[config.mk]
export PLATFORM = sky130hd
export DESIGN_NAME = hex_word_rotator
export DESIGN_NICKNAME = d
export VERILOG_FILES = /design/src/rtl/hex_word_pkg.sv /design/src/rtl/tick_prescaler.sv /design/src/rtl/hex_word_rotator.sv
export SDC_FILE = /design/constraint.sdc
export NUM_CORES = 1
export LEC_CHECK = 0
export CAP_MARGIN = 20
export CORE_ASPECT_RATIO = 1.1
export CORE_MARGIN = 5
export CORE_UTILIZATION = 50
export DETAILED_ROUTE_END_ITERATION = 6
export PLACE_DENSITY = 0.69
export SLEW_MARGIN = 10
export SYNTH_ARGS = -nofsm -noshare
export SYNTH_HDL_FRONTEND = slang
export SYNTH_HIERARCHICAL = 1
export SYNTH_SLANG_ARGS = --single-unit
[constraint.sdc]
create_clock -name CLOCK_50 -period 2.8 [get_ports CLOCK_50]
set_input_delay 0.28 -clock CLOCK_50 [delete_from_list [all_inputs] [get_ports CLOCK_50]]
set_output_delay 0.28 -clock CLOCK_50 [all_outputs]
set_load 0.02 [all_outputs]
[src/rtl/hex_word_pkg.sv]
// Character codes, FSM state type and message-slot lookup shared by the
// "dE1" word rotator and its testbench-facing helpers.
package hex_word_pkg;

  localparam logic [1:0] CHAR_D     = 2'b00;
  localparam logic [1:0] CHAR_E     = 2'b01;
  localparam logic [1:0] CHAR_ONE   = 2'b10;
  localparam logic [1:0] CHAR_BLANK = 2'b11;

  typedef enum logic {
    PAUSED  = 1'b0,
    RUNNING = 1'b1
  } rotor_state_t;

  // Slot k of the rotating message: "dE1" followed by blanks.
  function automatic logic [1:0] msg_slot(input int k);
    case (k)
      0:       return CHAR_D;
      1:       return CHAR_E;
      2:       return CHAR_ONE;
      default: return CHAR_BLANK;
    endcase
  endfunction

endpackage

[src/rtl/tick_prescaler.sv]
// Rotation-tick prescaler: counts 0..TICK_DIV-1 while enabled; tick is the
// terminal-count strobe (combinational, qualified by en) so the caller can act on it.
module tick_prescaler #(
  parameter int TICK_DIV = 50000000
) (
  input  logic CLOCK_50,
  input  logic RESETN,
  input  logic en,
  input  logic clr,
  output logic tick
);

  localparam int CW = (TICK_DIV > 1) ? $clog2(TICK_DIV) : 1;
  localparam logic [CW-1:0] CNT_LAST = CW'(TICK_DIV - 1);

  logic [CW-1:0] r_cnt;

  assign tick = en && (r_cnt == CNT_LAST);

  always_ff @(posedge CLOCK_50 or negedge RESETN) begin
    if (!RESETN) begin
      r_cnt <= '0;
    end else if (clr) begin
      r_cnt <= '0;
    end else if (en) begin
      r_cnt <= tick ? '0 : r_cnt + 1'b1;
    end
  end

endmodule

[src/rtl/hex_word_rotator.sv]
// Rotates "dE1" across NUM_DIGITS character codes on prescaler ticks or key steps.
// Optional HEX_WORD_ROTATOR_GAP_EN: blank all digits for one interval after POS returns to 0.
//
// state   | meaning
// PAUSED  | prescaler held clear; synchronized key presses step POS
// RUNNING | prescaler counts; POS advances on each terminal count
module hex_word_rotator #(
  parameter int NUM_DIGITS = 4,
  parameter int TICK_DIV   = 50000000
) (
  input  logic                          CLOCK_50,
  input  logic                          RESETN,
  input  logic                          RUN,
  input  logic                          DIR,
  input  logic                          STEP_N,
  output logic [2*NUM_DIGITS-1:0]       CODES,
  output logic [$clog2(NUM_DIGITS)-1:0] POS,
  output logic                          TICK
);
  import hex_word_pkg::*;

  localparam int PW = $clog2(NUM_DIGITS);
  localparam logic [PW-1:0] POS_LAST = PW'(NUM_DIGITS - 1);

  function automatic logic [2*NUM_DIGITS-1:0] build_codes(input logic [PW-1:0] pos);
    logic [2*NUM_DIGITS-1:0] v;
    v = '0;
    for (int i = 0; i < NUM_DIGITS; i++)
      v[2*i +: 2] = msg_slot((NUM_DIGITS - 1 - i + int'(pos)) % NUM_DIGITS);
    return v;
  endfunction

  rotor_state_t            r_state, w_state_next;
  logic                    w_cnt_en, w_step_ok;
  logic                    r_step_s1, r_step_s2, r_step_s3;
  logic                    w_step, w_tc, w_adv;
  logic [PW-1:0]           r_pos, w_pos_next, w_pos_stepped;
  logic [2*NUM_DIGITS-1:0] r_codes, w_codes_next;
  logic                    r_tick;
`ifdef HEX_WORD_ROTATOR_GAP_EN
  logic                    r_gap, w_gap_next;
`endif

  always_ff @(posedge CLOCK_50 or negedge RESETN) begin
    if (!RESETN) r_state <= PAUSED;
    else         r_state <= w_state_next;
  end

  always_comb begin
    w_state_next = r_state;
    w_cnt_en     = 1'b0;
    w_step_ok    = 1'b0;
    case (r_state)
      PAUSED: begin
        w_step_ok = 1'b1;
        if (RUN) w_state_next = RUNNING;
      end
      RUNNING: begin
        w_cnt_en = 1'b1;
        if (!RUN) w_state_next = PAUSED;
      end
    endcase
  end

  // Two-flop synchronizer plus a third flop for falling-edge detection.
  always_ff @(posedge CLOCK_50 or negedge RESETN) begin
    if (!RESETN) begin
      r_step_s1 <= 1'b1;
      r_step_s2 <= 1'b1;
      r_step_s3 <= 1'b1;
    end else begin
      r_step_s1 <= STEP_N;
      r_step_s2 <= r_step_s1;
      r_step_s3 <= r_step_s2;
    end
  end

  assign w_step = r_step_s3 & ~r_step_s2;

  tick_prescaler #(.TICK_DIV(TICK_DIV)) u_prescaler (
    .CLOCK_50 (CLOCK_50),
    .RESETN   (RESETN),
    .en       (w_cnt_en),
    .clr      (~w_cnt_en),
    .tick     (w_tc)
  );

  assign w_adv = w_tc | (w_step & w_step_ok);

  always_comb begin
    if (DIR) w_pos_stepped = (r_pos == '0) ? POS_LAST : r_pos - 1'b1;
    else     w_pos_stepped = (r_pos == POS_LAST) ? '0 : r_pos + 1'b1;
  end

  always_comb begin
    w_pos_next   = r_pos;
    w_codes_next = r_codes;
`ifdef HEX_WORD_ROTATOR_GAP_EN
    w_gap_next   = r_gap;
    if (w_adv) begin
      if (r_gap) begin
        // Leaving the gap restores the word without moving POS.
        w_gap_next   = 1'b0;
        w_codes_next = build_codes(r_pos);
      end else begin
        w_pos_next = w_pos_stepped;
        if (w_pos_stepped == '0) begin
          w_gap_next   = 1'b1;
          w_codes_next = '1;
        end else begin
          w_codes_next = build_codes(w_pos_stepped);
        end
      end
    end
`else
    if (w_adv) begin
      w_pos_next   = w_pos_stepped;
      w_codes_next = build_codes(w_pos_stepped);
    end
`endif
  end

  always_ff @(posedge CLOCK_50 or negedge RESETN) begin
    if (!RESETN) begin
      r_pos   <= '0;
      r_codes <= build_codes('0);
      r_tick  <= 1'b0;
`ifdef HEX_WORD_ROTATOR_GAP_EN
      r_gap   <= 1'b0;
`endif
    end else begin
      r_pos   <= w_pos_next;
      r_codes <= w_codes_next;
      r_tick  <= w_tc;
`ifdef HEX_WORD_ROTATOR_GAP_EN
      r_gap   <= w_gap_next;
`endif
    end
  end

  assign CODES = r_codes;
  assign POS   = r_pos;
  assign TICK  = r_tick;

endmodule

==> results.yml <==
power:
  p_leak_nw: 0.945
  ir_drop_v: 0.000296
  p_seq_share_pct: 43.4
  p_int_mw: 1.04
  power_frac_comb_pct: 34.1
  powerDensity_nw_per_um2: 685
  p_clk_share_pct: 22.5
  p_switching_mw: 0.503
  sw_frac_of_total_pct: 32.6
clock_tree:
  clk_latency_ps: 280
  cts-root-buf: "clkbuf_8"
  cts_tree: "built"
  post_cts_buffers: 0
  post_cts_resized: 0
  htreeDepth: 2
  clk_path_buf_depth: 2
  path_clk_slew_ps: 70
  cts_hold_buf: 0
  numClockSinks: 38
  numCtsBuffers: 5
route:
  drc: 0
  viasPerCell: 5.86
  first_iter_violations: 111
  routed-via-count: 1540
  drtPass1Iterations: 4
  postRouteAntennaNets: 0
  wl_um: 4140
  wire_per_inst_um: 15.7
die:
  design.core.area_um2: 3930
  die_y_um: 76.5
  initial_core_util_pct: 51.1
  rows: 24
  fp.dieArea_um2: 5390
  io_pins: 16
  die_w_um: 70.4
run:
  cap_violations: 0
setup_path:
  path_cells: "inv_1, o211a_1, nand4bb_1, or4_1, a21oi_1"
  crit_fanout: 16
  cp.arrival_ps: 2580
  required_ps: 3010
  start_kind: "flip-flop"
  criticalPathCategory: "flip-flop to flip-flop"
  slowest_stage: "or4_1"
  cp-end-kind: "flip-flop"
  worst_path_largest_cell_delay_ps: 670
synth:
  yosys_warnings: 6
  synth_area_leader_cell: "dfrtp_1"
  yosysSeqAreaShare_pct: 47.7
  synthTopCellsByArea: "dfrtp_1 (40%), dfstp_2 (7.8%), ha_1 (4.4%), xor2_1 (3.5%), nand4_1 (3.4%)"
  synth_area_um2: 2010
  synth_top_cell_area_share_pct: 39.9
  syn_nets: 208
  synth.distinct_cells: 37
  syn_avg_cell_area_um2: 10.3
  yosys_register_bits: 38
  synthCells: 196
placement:
  placed_cell_area_um2: 2180
  dp_hpwl_um: 2920
  gp_congestion: 0.796
  io_buffers: 15
sta:
  tns_ps: 0
  max_freq_mhz: 422
  setup_viol: 0
  rsz0062_at_grt: "false"
  maxSlewHeadroom_pct: 60.2
  finalClockSkew_ps: 4.93
  fin_crit_ps: 2370
  slew_viol_final: 0
  worst_slew_pin_slew_ps: 593
  hold_viol_final: 0
  period_share_pct: 84.5
global_route:
  grt_overflow_total: 0
  grt_pass1_vias: 1451
  antenna_found_initial: 0
  grt_pass1_wl_um: 6890
  grt_max_degree: 39
  track_usage_pct: 16.1
cells_and_area:
  nets: 223
  fin_area_um2: 2250
  area_delta_synth_final_pct: 12.1
  drive_gt1_share_pct: 11.4
  n_antenna_cell: 0
status:
  outcome: "completed"
worst_hold_path:
  hold_class: "flip-flop to flip-flop"
## per-stage QoR
step	worst slack (ps)	power, mW	hold WS, ps	util [%]	cells
after floorplan	778	1.01	-15.6	-	196
after global placement	617	1.18	356	55.3	256
after detailed placement	480	1.22	355	55.3	256
after CTS	473	1.57	371	57.3	263
after global routing	261	1.64	370	57.3	263
final	433	1.54	367	57.3	263
## power by group through the flow
stage / clock network, mW / logic, mW / registers (mW)
detailed placement: 0 / 0.535 / 0.682
floorplan: 0 / 0.273 / 0.741
finish: 0.347 / 0.526 / 0.669
CTS: 0.360 / 0.537 / 0.671
global route: 0.387 / 0.576 / 0.679
global placement: 0 / 0.504 / 0.674
## critical path: cells and delay by family, from the launching register on
| family | cells | cell delay [ps] |
|---|---|---|
| AOI/OAI and AO/OA | 2 | 390 |
| DFF | 1 | 500 |
| and+or+nand+nor | 2 | 1170 |
| buffers and inverters | 1 | 220 |
## cell type report
| type | count | area [µm²] |
|---|---|---|
| Fill cell | 339 | 1680 |
| Sequential cell | 38 | 958 |
| Multi-Input combinational cell | 139 | 950 |
| Timing Repair Buffer | 17 | 165 |
| Clock buffer | 7 | 76.3 |
| Tap cell | 52 | 65.1 |
| Inverter | 10 | 37.5 |
## layer usage
metal  vias to the layer above  track usage [%]  wire length [µm]
met3                         8             4.22               183
met1                       753             21.0              1810
met5                         -                0                 0
met2                        41             24.9              2060
met4                         0             7.09                79
li1                        738                -                 -
## layout by cell type, fill, tap and decap left out, types with 3 or more instances in the layout
cell / n
dfstp_2: 6
o31ai_1: 7
clkbuf_8: 5
and4_1: 4
or3_1: 8
or4_1: 7
nand4_1: 11
ha_1: 7
inv_1: 10
nand3_1: 6
mux2i_1: 5
xor2_1: 8
a21oi_1: 13
nor2_1: 14
o21ai_0: 11
nand2_1: 12
dfrtp_1: 32
nor3_1: 3
clkdlybuf4s50_1: 15
## synth_stat cells
cell	n
dfrtp_1	32
nor2_1	14
a21oi_1	13
nand2_1	12
nand4_1	11
o21ai_0	11
inv_1	10
or3_1	8
xor2_1	8
ha_1	7
o31ai_1	7
or4_1	7
buf_4	6
dfstp_2	6
nand3_1	6
mux2i_1	5
and4_1	4
nor3_1	3
a21oi_2	2
and2_1	2
and3_1	2
clkbuf_1	2
mux2_4	2
or4_4	2
xnor2_1	2
a21oi_4	1
buf_6	1
nand3b_1	1
nand4bb_1	1
nor2_2	1
nor3b_1	1
nor4bb_1	1
o2111ai_2	1
o211a_1	1
o21ai_2	1
or2b_1	1
or3_2	1
## flip-flops by register name, summed over array words and instances, names as in the netlist
| name | count |
|---|---|
| u_prescaler/r_cnt | 26 |
| CODES | 6 |
| POS | 1 |
| TICK | 1 |
| r_state | 1 |
| r_step_s1 | 1 |
| r_step_s2 | 1 |
| r_step_s3 | 1 |
## path summary, 6_finish.rpt
path | startpoint | cells past startpoint | to | slack (ps)
max | r_state | 5 | u_prescaler/r_cnt[25] | 430
min | r_step_s1 | 0 | r_step_s2 | 370
max reg2reg | r_state | 5 | u_prescaler/r_cnt[25] | 430
min reg2reg | r_step_s1 | 0 | r_step_s2 | 370
max in group asynchronous | RESETN | 2 | r_step_s2 | 2030
min in group asynchronous | RESETN | 2 | r_state | 420
## kinds of logic after synthesis
| kind of cell | count (synthesis) | share of synthesized area, % |
|---|---|---|
| adders and majority gates | 7 | 4.36 |
| buffers and inverters | 19 | 5.04 |
| AOI/OAI and AO/OA | 37 | 12.0 |
| muxes | 7 | 3.99 |
| DFF | 38 | 47.7 |
| xor gates and xnor gates | 10 | 4.36 |
| and+or+nand+nor | 78 | 22.6 |
Note: power is estimated with default switching activity, not from simulation.
